[src/rtl/dmem_arbiter.sv]
// Round-robin arbiter/sequencer putting a core port (A) and a debug/DMA port (B) onto one data memory.
// Define DMEM_ADDR_CHECK_EN to suppress and flag accesses whose address is at or beyond Depth.
module dmem_arbiter #(
  parameter int Width    = 32,
  parameter int AD_Width = 32,
  parameter int Depth    = 128
) (
  input  logic                clk,
  input  logic                Res,
  input  logic                A_Req,
  input  logic                A_Wr,
  input  logic [AD_Width-1:0] A_Addr,
  input  logic [Width-1:0]    A_WData,
  output logic                A_Gnt,
  output logic [Width-1:0]    A_RData,
  output logic                A_RValid,
  input  logic                B_Req,
  input  logic                B_Wr,
  input  logic [AD_Width-1:0] B_Addr,
  input  logic [Width-1:0]    B_WData,
  output logic                B_Gnt,
  output logic [Width-1:0]    B_RData,
  output logic                B_RValid,
  output logic [AD_Width-1:0] Mem_Addr,
  output logic [Width-1:0]    Mem_WData,
  output logic                Mem_WrEn,
  input  logic [Width-1:0]    Mem_RData,
  output logic                Busy,
  output logic                Addr_Err
);

  typedef enum logic [0:0] {
    ST_IDLE   = 1'b0,
    ST_ACCESS = 1'b1
  } state_t;

`ifdef DMEM_ADDR_CHECK_EN
  localparam logic CHECK_EN = 1'b1;
`else
  localparam logic CHECK_EN = 1'b0;
`endif

  state_t                r_state;
  state_t                w_state_nxt;
  logic                  r_last_b;
  logic [AD_Width-1:0]   r_cmd_addr;
  logic [Width-1:0]      r_cmd_wdata;
  logic                  r_cmd_wr;
  logic                  r_cmd_b;
  logic                  r_cmd_err;
  logic                  r_a_gnt;
  logic                  r_b_gnt;
  logic                  r_busy;
  logic                  r_wren;
  logic                  r_addr_err;
  logic [Width-1:0]      r_a_rdata;
  logic                  r_a_rvalid;
  logic [Width-1:0]      r_b_rdata;
  logic                  r_b_rvalid;

  logic                  w_take;
  logic                  w_win_b;
  logic [AD_Width-1:0]   w_win_addr;
  logic [Width-1:0]      w_win_wdata;
  logic                  w_win_wr;
  logic                  w_range_err;
  logic [Width-1:0]      w_rd_data;

  // Next-state and winner selection; on a tie the requester not granted last time wins
  always_comb begin
    w_state_nxt = r_state;
    w_take      = 1'b0;
    w_win_b     = 1'b0;
    case (r_state)
      ST_IDLE: begin
        if (A_Req || B_Req) begin
          w_take      = 1'b1;
          w_state_nxt = ST_ACCESS;
          if (A_Req && B_Req) begin
            w_win_b = ~r_last_b;
          end else begin
            w_win_b = B_Req;
          end
        end else begin
          w_state_nxt = ST_IDLE;
        end
      end
      ST_ACCESS: begin
        w_state_nxt = ST_IDLE;
      end
      default: begin
        w_state_nxt = ST_IDLE;
      end
    endcase
  end

  // Command fields of the selected requester
  always_comb begin
    w_win_addr  = A_Addr;
    w_win_wdata = A_WData;
    w_win_wr    = A_Wr;
    if (w_win_b) begin
      w_win_addr  = B_Addr;
      w_win_wdata = B_WData;
      w_win_wr    = B_Wr;
    end else begin
      w_win_addr  = A_Addr;
      w_win_wdata = A_WData;
      w_win_wr    = A_Wr;
    end
  end

  assign w_range_err = CHECK_EN & (w_win_addr >= AD_Width'(Depth));
  assign w_rd_data   = r_cmd_err ? {Width{1'b0}} : Mem_RData;

  // State register
  always_ff @(posedge clk or negedge Res) begin
    if (!Res) begin
      r_state <= ST_IDLE;
    end else begin
      r_state <= w_state_nxt;
    end
  end

  // Command register and round-robin pointer, loaded when a request is accepted
  always_ff @(posedge clk or negedge Res) begin
    if (!Res) begin
      r_last_b    <= 1'b1;
      r_cmd_addr  <= {AD_Width{1'b0}};
      r_cmd_wdata <= {Width{1'b0}};
      r_cmd_wr    <= 1'b0;
      r_cmd_b     <= 1'b0;
      r_cmd_err   <= 1'b0;
    end else if (w_take) begin
      r_last_b    <= w_win_b;
      r_cmd_addr  <= w_win_addr;
      r_cmd_wdata <= w_win_wdata;
      r_cmd_wr    <= w_win_wr;
      r_cmd_b     <= w_win_b;
      r_cmd_err   <= w_range_err;
    end
  end

  // ACCESS-cycle strobes, registered so they are one-cycle pulses aligned with the command
  always_ff @(posedge clk or negedge Res) begin
    if (!Res) begin
      r_a_gnt    <= 1'b0;
      r_b_gnt    <= 1'b0;
      r_busy     <= 1'b0;
      r_wren     <= 1'b0;
      r_addr_err <= 1'b0;
    end else begin
      r_a_gnt    <= w_take & ~w_win_b;
      r_b_gnt    <= w_take & w_win_b;
      r_busy     <= w_take;
      r_wren     <= w_take & w_win_wr & ~w_range_err;
      r_addr_err <= w_take & w_range_err;
    end
  end

  // Read response capture at the end of ACCESS; the other requester's data is left alone
  always_ff @(posedge clk or negedge Res) begin
    if (!Res) begin
      r_a_rdata  <= {Width{1'b0}};
      r_a_rvalid <= 1'b0;
      r_b_rdata  <= {Width{1'b0}};
      r_b_rvalid <= 1'b0;
    end else begin
      r_a_rvalid <= 1'b0;
      r_b_rvalid <= 1'b0;
      if ((r_state == ST_ACCESS) && !r_cmd_wr) begin
        if (r_cmd_b) begin
          r_b_rdata  <= w_rd_data;
          r_b_rvalid <= 1'b1;
        end else begin
          r_a_rdata  <= w_rd_data;
          r_a_rvalid <= 1'b1;
        end
      end
    end
  end

  assign A_Gnt     = r_a_gnt;
  assign B_Gnt     = r_b_gnt;
  assign Busy      = r_busy;
  assign Mem_WrEn  = r_wren;
  assign Mem_Addr  = r_cmd_addr;
  assign Mem_WData = r_cmd_wdata;
  assign Addr_Err  = r_addr_err;
  assign A_RData   = r_a_rdata;
  assign A_RValid  = r_a_rvalid;
  assign B_RData   = r_b_rdata;
  assign B_RValid  = r_b_rvalid;

endmodule
[config.mk]
export PLATFORM = sky130hd
export DESIGN_NAME = dmem_arbiter
export DESIGN_NICKNAME = d
export VERILOG_FILES = /design/src/rtl/dmem_arbiter.sv
export SDC_FILE = /design/constraint.sdc
export NUM_CORES = 1
export LEC_CHECK = 0
export BUFFER_PORTS_ARGS = -buffer_cell sky130_fd_sc_hd__buf_2
export CAP_MARGIN = 20
export CORE_MARGIN = 10
export CORE_UTILIZATION = 46
export CTS_CLUSTER_SIZE = 20
export DETAILED_ROUTE_END_ITERATION = 10
export HOLD_SLACK_MARGIN = 0.08
export PLACE_DENSITY = 0.89
export SYNTH_ARGS = -nofsm -noshare
export SYNTH_HDL_FRONTEND = slang
export SYNTH_SLANG_ARGS = --single-unit
[constraint.sdc]
create_clock -name clk -period 1.74 [get_ports clk]
set_clock_uncertainty 0.2 [all_clocks]
set_input_delay 0.261 -clock clk [delete_from_list [all_inputs] [get_ports clk]]
set_output_delay 0.261 -clock clk [all_outputs]
set_load 0.02 [all_outputs]
==> results of run 1 <==
## layout by cell type (no fill, tap or decap), drive strengths merged
master and n:
a21o 2, a31oi 64, clkinvlp 3, dlygate4sd3 164, clkbuf 21, buf 326, dfstp 1, o211a 1
o2111ai 64, a221o 1, bufinv 1, o21ai 65, inv 8, nand2b 1, conb 1, diode 9
o22ai 1, mux2 64, nor3 1, nor2 66, nand3b 1, dfrtp 136, and2 1, clkinv 6
## layer usage
layer  wire length, um  up-vias  track usage, %
met5                 0        -               0
met4              1770        0            17.6
met3              3140      159            9.12
met2             14000      616            50.9
met1             10000     3383            32.5
li1                  -     2953               -
## area by class of cell
type,count,area (um2)
diodes,9,22.5
fillers,691,2660
well taps,172,215
clock inverters,13,120
multi-input cells,333,2350
inverters,5,21.3
flip-flops and latches,137,3430
repair buffers,492,3520
clock buffers,19,433
## tightest hold or removal path, delay by kind of cell
family	cells	cell delay (ns)
AOI/OAI and AO/OA	1	0.09
buffers and inverters	1	0.15
and+or+nand+nor	1	0.11
## cells by family (layout without fill, tap and decap cells)
kind of cell	Yosys count	count (layout)	share of synthesized area [%]
mux	64	64	11.8
buf+inv	67	529	5.18
flops	137	137	56.3
simple gates	70	70	4.71
compound gates	198	198	21.9
other cells	1	10	0.0616
## flip-flops by register name, summed over array words and instances, names as in the netlist
register and flops:
A_RData 32, B_RData 32, Mem_Addr 32, Mem_WData 32
A_Gnt 1, A_RValid 1, B_Gnt 1, B_RValid 1
Busy 1, Mem_WrEn 1, r_cmd_b 1, r_cmd_wr 1
r_last_b 1
## cells in the mapped netlist (all sizes together)
cell | instances | area [um2]
nand3b | 1 | 7.51
o2111ai | 64 | 561
nor2 | 66 | 248
buf | 26 | 159
o22ai | 1 | 6.26
conb | 1 | 3.75
and2 | 1 | 8.76
nand2b | 1 | 6.26
dfrtp | 136 | 3400
clkbuf | 36 | 138
a21o | 2 | 15.0
a31oi | 64 | 400
o21ai | 65 | 329
nor3 | 1 | 16.3
a221o | 1 | 10.0
o211a | 1 | 10.0
mux2 | 64 | 721
inv | 5 | 18.8
dfstp | 1 | 26.3
## per-stage QoR
step	cell area (um2)	power, mW	worst slack (ns)
final	10100	14.1	0.0154
after floorplan	6090	7.82	0.0274
after CTS	10000	13.7	0.0274
after global placement	7790	9.71	0.157
after global routing	10100	14.6	-0.000539
after detailed placement	7790	9.94	0.109
## power breakdown
group          internal, mW  switching [mW]  total, mW
Combinational          2.16            3.40       5.57
Sequential             4.31           0.746       5.05
Clock                  1.98            1.46       3.44
Total                  8.45            5.61       14.1
## how the worst max path moves through the flow
stage | start | depth (start not counted) | endpoint | slack, ns
after floorplan | Busy$_DFF_PN0_ | 4 | A_RData[10]$_DFFE_PN0P_ | 0.03
after global placement | Busy$_DFF_PN0_ | 4 | A_RData[23]$_DFFE_PN0P_ | 0.16
after detailed placement | Busy$_DFF_PN0_ | 4 | A_RData[18]$_DFFE_PN0P_ | 0.11
after CTS | A_Req | 7 | Mem_Addr[22]$_DFFE_PN0P_ | 0.03
after global routing | A_Req | 6 | Mem_WData[29]$_DFFE_PN0P_ | -0.0005
final | A_Req | 6 | Mem_WData[0]$_DFFE_PN0P_ | 0.02
## what timing repair did
item,in CTS,in global routing
setup buffers,0,1
setup endpoints to repair,0,59
hold buffers,165,0
endpoints found under the hold margin,268,0
gates resized for setup,0,6
==> flow_metrics.env, run 1 <==
export IMPL_status="complete, no violations"
export IMPL_path_clk_slew_ns=0.06
export IMPL_grt_first_pass_wirelength_mm=42.9
export IMPL_port_buffers=299
export IMPL_detail_route_wirelength_mm=29.0
export IMPL_floorplan_core_area_mm2=0.0128
export IMPL_tritoncts_num_buffers=17
export IMPL_power_density_relative_to_cell_area_mw_per_mm2=1390
export IMPL_yosys_register_bits=137
export IMPL_grt_antenna_before_repair=8
export IMPL_ir_drop_v=0.000612
export IMPL_die_y_um=135
export IMPL_dieWidth_um=135
export IMPL_holdCritStartpoint="B_Req"
export IMPL_timing_fmax_mhz=580
export IMPL_max_cap_violation_count=0
export IMPL_dp_hpwl_mm=16.2
export IMPL_die_area_mm2=0.0182
export IMPL_synth_cell_type_count=25
export IMPL_gate_count_after_technology_mapping=537
export IMPL_synthesis_nets=703
export IMPL_grt_usage_pct=30.0
export IMPL_clock_tree_htree_level_count=4
export IMPL_count_of_non_filler_cells_in_the_finished_layout=1180
export IMPL_hold_ws_ns=0.0509
export IMPL_slowest_stage="dlygate4sd3_1"
export IMPL_worst_setup_path_start_kind="primary input"
export IMPL_totalNegativeSetupSlack_ns=0
export IMPL_cts_max_path_buffers=2
export IMPL_top_level_ports=301
export IMPL_drtAntennaViolNets=0
export IMPL_via_count=7111
export IMPL_static_leakage_nw=4.55
export IMPL_routed_wire_length_per_instance_um=24.6
export IMPL_cts_root_buffer="clkbuf_16"
export IMPL_finalSetupViolations=0
export IMPL_crit_chain="dlygate4sd3_1 > buf_2 > and2_4 > buf_4 > o21ai_0 > a31oi_1"
export IMPL_maximum_number_of_pins_on_one_net_before_global_route_repair=89
export IMPL_grt_ovfl_total=0
export IMPL_finalCritPeriodShare_pct=99.1
export IMPL_max_fo_critical_path=21
export IMPL_arrival_ns=1.80
export IMPL_final_nets=1152
export IMPL_initial_utilization_pct=47.7
export IMPL_postSynthAreaPerCell_um2=11.3
export IMPL_timing_final_crit_period_ns=1.72
export IMPL_clock_latency_ns=0.40
export IMPL_cp_top_family="buffers and inverters"
export IMPL_worstHoldPathCells=3
export IMPL_worst_hold_path_endpoint="A_Gnt$_DFF_PN0_"
export IMPL_final_max_slew_violation_count=0
export IMPL_critical_register_to_register_path_endpoint="A_RData[23]$_DFFE_PN0P_"
export IMPL_r2r_cells=5
export IMPL_final_layout_size_suffix_gt1_share_pct=42.8
export IMPL_cp_slowest_stage_delay_ns=0.55
export IMPL_synth_yosys_seq_area_share_pct=56.3
export IMPL_r2r_slack_ns=0.05
export IMPL_cp_data_required_time_ns=1.81
export IMPL_std_cell_rows=41
export IMPL_numPlacedInstances=972
export IMPL_rr_startpoint="Busy$_DFF_PN0_"
export IMPL_post_synth_instance_area_mm2=0.00609
export IMPL_synthToLayoutAreaGrowth_pct=66.1
export IMPL_critical_path_class="in2reg"
export IMPL_timing_critical_path_buf_inv=3
export IMPL_tritoncts_clock_tree="done"
export IMPL_first_global_vias=7313
export IMPL_final_hold_viol_count=0
export IMPL_finalWeightedCongestion=0.843
export IMPL_remaining_drc_errors=0
export IMPL_initialDrtViolationCount=801
export IMPL_drt_first_pass_iters=5
export IMPL_cts_sinks=137
export IMPL_route_detailed_vias_per_inst=6.03
export IMPL_finalCoreUtilization_pct=79.1
export IMPL_endpoint_kind="flip-flop"
export IMPL_type_of_the_tightest_min_delay_check="in2reg"
export IMPL_yosysWarnings=0
(Power assumes the default switching activity.)
==> inputs of run 2 (changes only) <==
--- a/config.mk
+++ b/config.mk
@@ -10,3 +10,3 @@
 export CORE_MARGIN = 10
-export CORE_UTILIZATION = 46
+export CORE_UTILIZATION = 35
 export CTS_CLUSTER_SIZE = 20
@@ -14,3 +14,3 @@
 export HOLD_SLACK_MARGIN = 0.08
-export PLACE_DENSITY = 0.89
+export PLACE_DENSITY = 0.73
 export SYNTH_ARGS = -nofsm -noshare
--- a/constraint.sdc
+++ b/constraint.sdc
@@ -4,2 +4,2 @@
 set_output_delay 0.261 -clock clk [all_outputs]
-set_load 0.02 [all_outputs]
+set_load 0.1 [all_outputs]
==> run 2 against run 1 <==
Effect of this change:
- sequential power shrank 2%
- final area up 1.5%
- maximum frequency up 1.2%
- total power rose by 47%
- critical path type is now reg2out
- non-clock buffer count shrank 2
- register-to-register slack better by 0.04 ns
==> flow_metrics.env, run 2 (synthesis gave the netlist of run 1 again) <==
export IMPL_status="complete, no violations"
export IMPL_critical_path_class="reg2out"
export IMPL_cts_max_path_buffers=2
export IMPL_static_leakage_nw=4.57
export IMPL_max_fo_critical_path=2
export IMPL_initial_utilization_pct=35.4
export IMPL_path_clk_slew_ns=0.06
export IMPL_routed_wire_length_per_instance_um=20.6
export IMPL_placed_cell_area_mm2=0.00794
export IMPL_slowest_stage="buf_2"
export IMPL_cts_root_buffer="clkbuf_16"
export IMPL_fill_cells=1307
export IMPL_finalSetupViolations=0
export IMPL_final_hold_viol_count=0
export IMPL_clock_tree_htree_level_count=4
export IMPL_finalCoreUtilization_pct=59.7
export IMPL_max_cap_violation_count=0
export IMPL_grt_usage_pct=21.1
export IMPL_synthToLayoutAreaGrowth_pct=68.5
export IMPL_grt_first_pass_wirelength_mm=39.8
export IMPL_drt_first_pass_iters=5
export IMPL_top_level_ports=301
export IMPL_grt_ovfl_total=0
export IMPL_tritoncts_num_buffers=17
export IMPL_timing_fmax_mhz=587
export IMPL_cp_data_required_time_ns=1.28
export IMPL_clock_latency_ns=0.41
export IMPL_cts_sinks=137
export IMPL_port_buffers=299
export IMPL_final_nets=1150
export IMPL_tritoncts_clock_tree="done"
export IMPL_layout_common_cells="293 x buf_2, 166 x dlygate4sd3_1, 135 x dfrtp_1, 66 x nor2_1"
export IMPL_timing_final_crit_period_ns=1.70
export IMPL_drtAntennaViolNets=0
export IMPL_final_max_slew_violation_count=0
export IMPL_dieWidth_um=152
export IMPL_totalNegativeSetupSlack_ns=0
export IMPL_type_of_the_tightest_min_delay_check="in2async"
export IMPL_route_detailed_vias_per_inst=5.40
export IMPL_worst_setup_path_start_kind="flip-flop"
export IMPL_crit_chain="buf_2"
export IMPL_detail_route_wirelength_mm=25.4
export IMPL_die_area_mm2=0.0231
export IMPL_remaining_drc_errors=0
export IMPL_finalWeightedCongestion=0.836
export IMPL_floorplan_core_area_mm2=0.0172
export IMPL_std_cell_rows=48
export IMPL_die_y_um=152
export IMPL_finalCritPeriodShare_pct=97.9
export IMPL_worst_pin_slew_ns=0.535
export IMPL_power_density_relative_to_cell_area_mw_per_mm2=2020
export IMPL_final_seq_area_mm2=0.00343
export IMPL_finalInstanceArea_mm2=0.0103
export IMPL_timing_critical_path_buf_inv=1
export IMPL_arrival_ns=1.24
export IMPL_cp_top_family="buffers and inverters"
export IMPL_multi_input_comb_area_mm2=0.00236
export IMPL_finalPower_mw=20.7
export IMPL_cts_post_setup_buffers_inserted=0
export IMPL_via_count=6642
export IMPL_layout_cells_most_common="buf_2"
export IMPL_dp_hpwl_mm=15.7
export IMPL_grt_antenna_before_repair=8
export IMPL_first_global_vias=6983
export IMPL_maximum_number_of_pins_on_one_net_before_global_route_repair=55
export IMPL_endpoint_kind="output port"
export IMPL_timing_max_slew_rel_slack_pct=64.5
export IMPL_cp_slowest_stage_delay_ns=0.45
export IMPL_ir_drop_v=0.00205
export IMPL_initialDrtViolationCount=449
export IMPL_final_layout_size_suffix_gt1_share_pct=42.8
==> run 2: cell types whose count changed in the layout (fill, tap and decap cells not counted), sizes merged <==
cell and delta:
clkinvlp -1, clkinv -3, buf -5, inv +5, dlygate4sd3 +2
==> run 2: area by class of cell <==
cell class / instances / area share, %
multi-input cells: 333 / 23.0
clock buffers: 18 / 4.28
flip-flops and latches: 137 / 33.5
inverters: 5 / 0.281
diodes: 9 / 0.220
well taps: 225 / 2.74
clock inverters: 14 / 1.45
repair buffers: 490 / 34.6
==> run 2: report_power, final <==
group          total [mW]  switching [mW]  internal (mW)
logic                12.2            10.1           2.15
registers            4.93           0.625           4.31
clock network        3.57            1.51           2.06
total                20.7            12.2           8.52
==> run 2: layer usage <==
layer | wire, um | part of all wire, % | GRT usage, %
met2 | 11800 | 46 | 33.5
met5 | 0 | 0 | 0
met1 | 10100 | 40 | 25.5
met4 | 990 | 3.9 | 9.95
met3 | 2470 | 9.7 | 6.94
==> run 2: metrics by stage <==
| step | hold WS (ns) | cells | worst slack (ns) |
|---|---|---|---|
| 2_1_floorplan | -0.235 | 537 | -0.0316 |
| 5_1_grt | 0.127 | 1231 | -0.00134 |
| 6_report | 0.111 | 1231 | 0.0366 |
| 3_5_place_dp | -0.0263 | 1024 | 0.0947 |
| 4_1_cts | 0.0919 | 1222 | 0.00391 |
| 3_3_place_gp | -0.0255 | 1024 | 0.124 |
==> run 2: what timing repair did <==
action	CTS	global route
hold buffers	166	0
setup endpoints to repair	1	17
gates resized for setup	1	12
endpoints found under the hold margin	269	0
==> run 2: worst reg2reg max path, stage by stage (launching register included) <==
cell and delay [ns]:
dfrtp_4 0.51, nand2b_4 0.19, buf_12 0.18, o21ai_0 0.29
a31oi_1 0.15
==> run 2: worst paths after layout <==
path / to / start / depth (start not counted) / slack, ns
min in group clk: Mem_Addr[27]$_DFFE_PN0P_ / B_Req / 4 / 0.19
worst max-delay path: A_RData[21] / A_RData[21]$_DFFE_PN0P_ / 1 / 0.04
worst min register to register: B_RData[8]$_DFFE_PN0P_ / B_RData[8]$_DFFE_PN0P_ / 1 / 0.30
worst min-delay path: B_RData[27]$_DFFE_PN0P_ / Res / 2 / 0.11
max in group asynchronous: Mem_Addr[13]$_DFFE_PN0P_ / Res / 3 / 0.62
worst max register to register: Mem_Addr[29]$_DFFE_PN0P_ / Busy$_DFF_PN0_ / 4 / 0.09
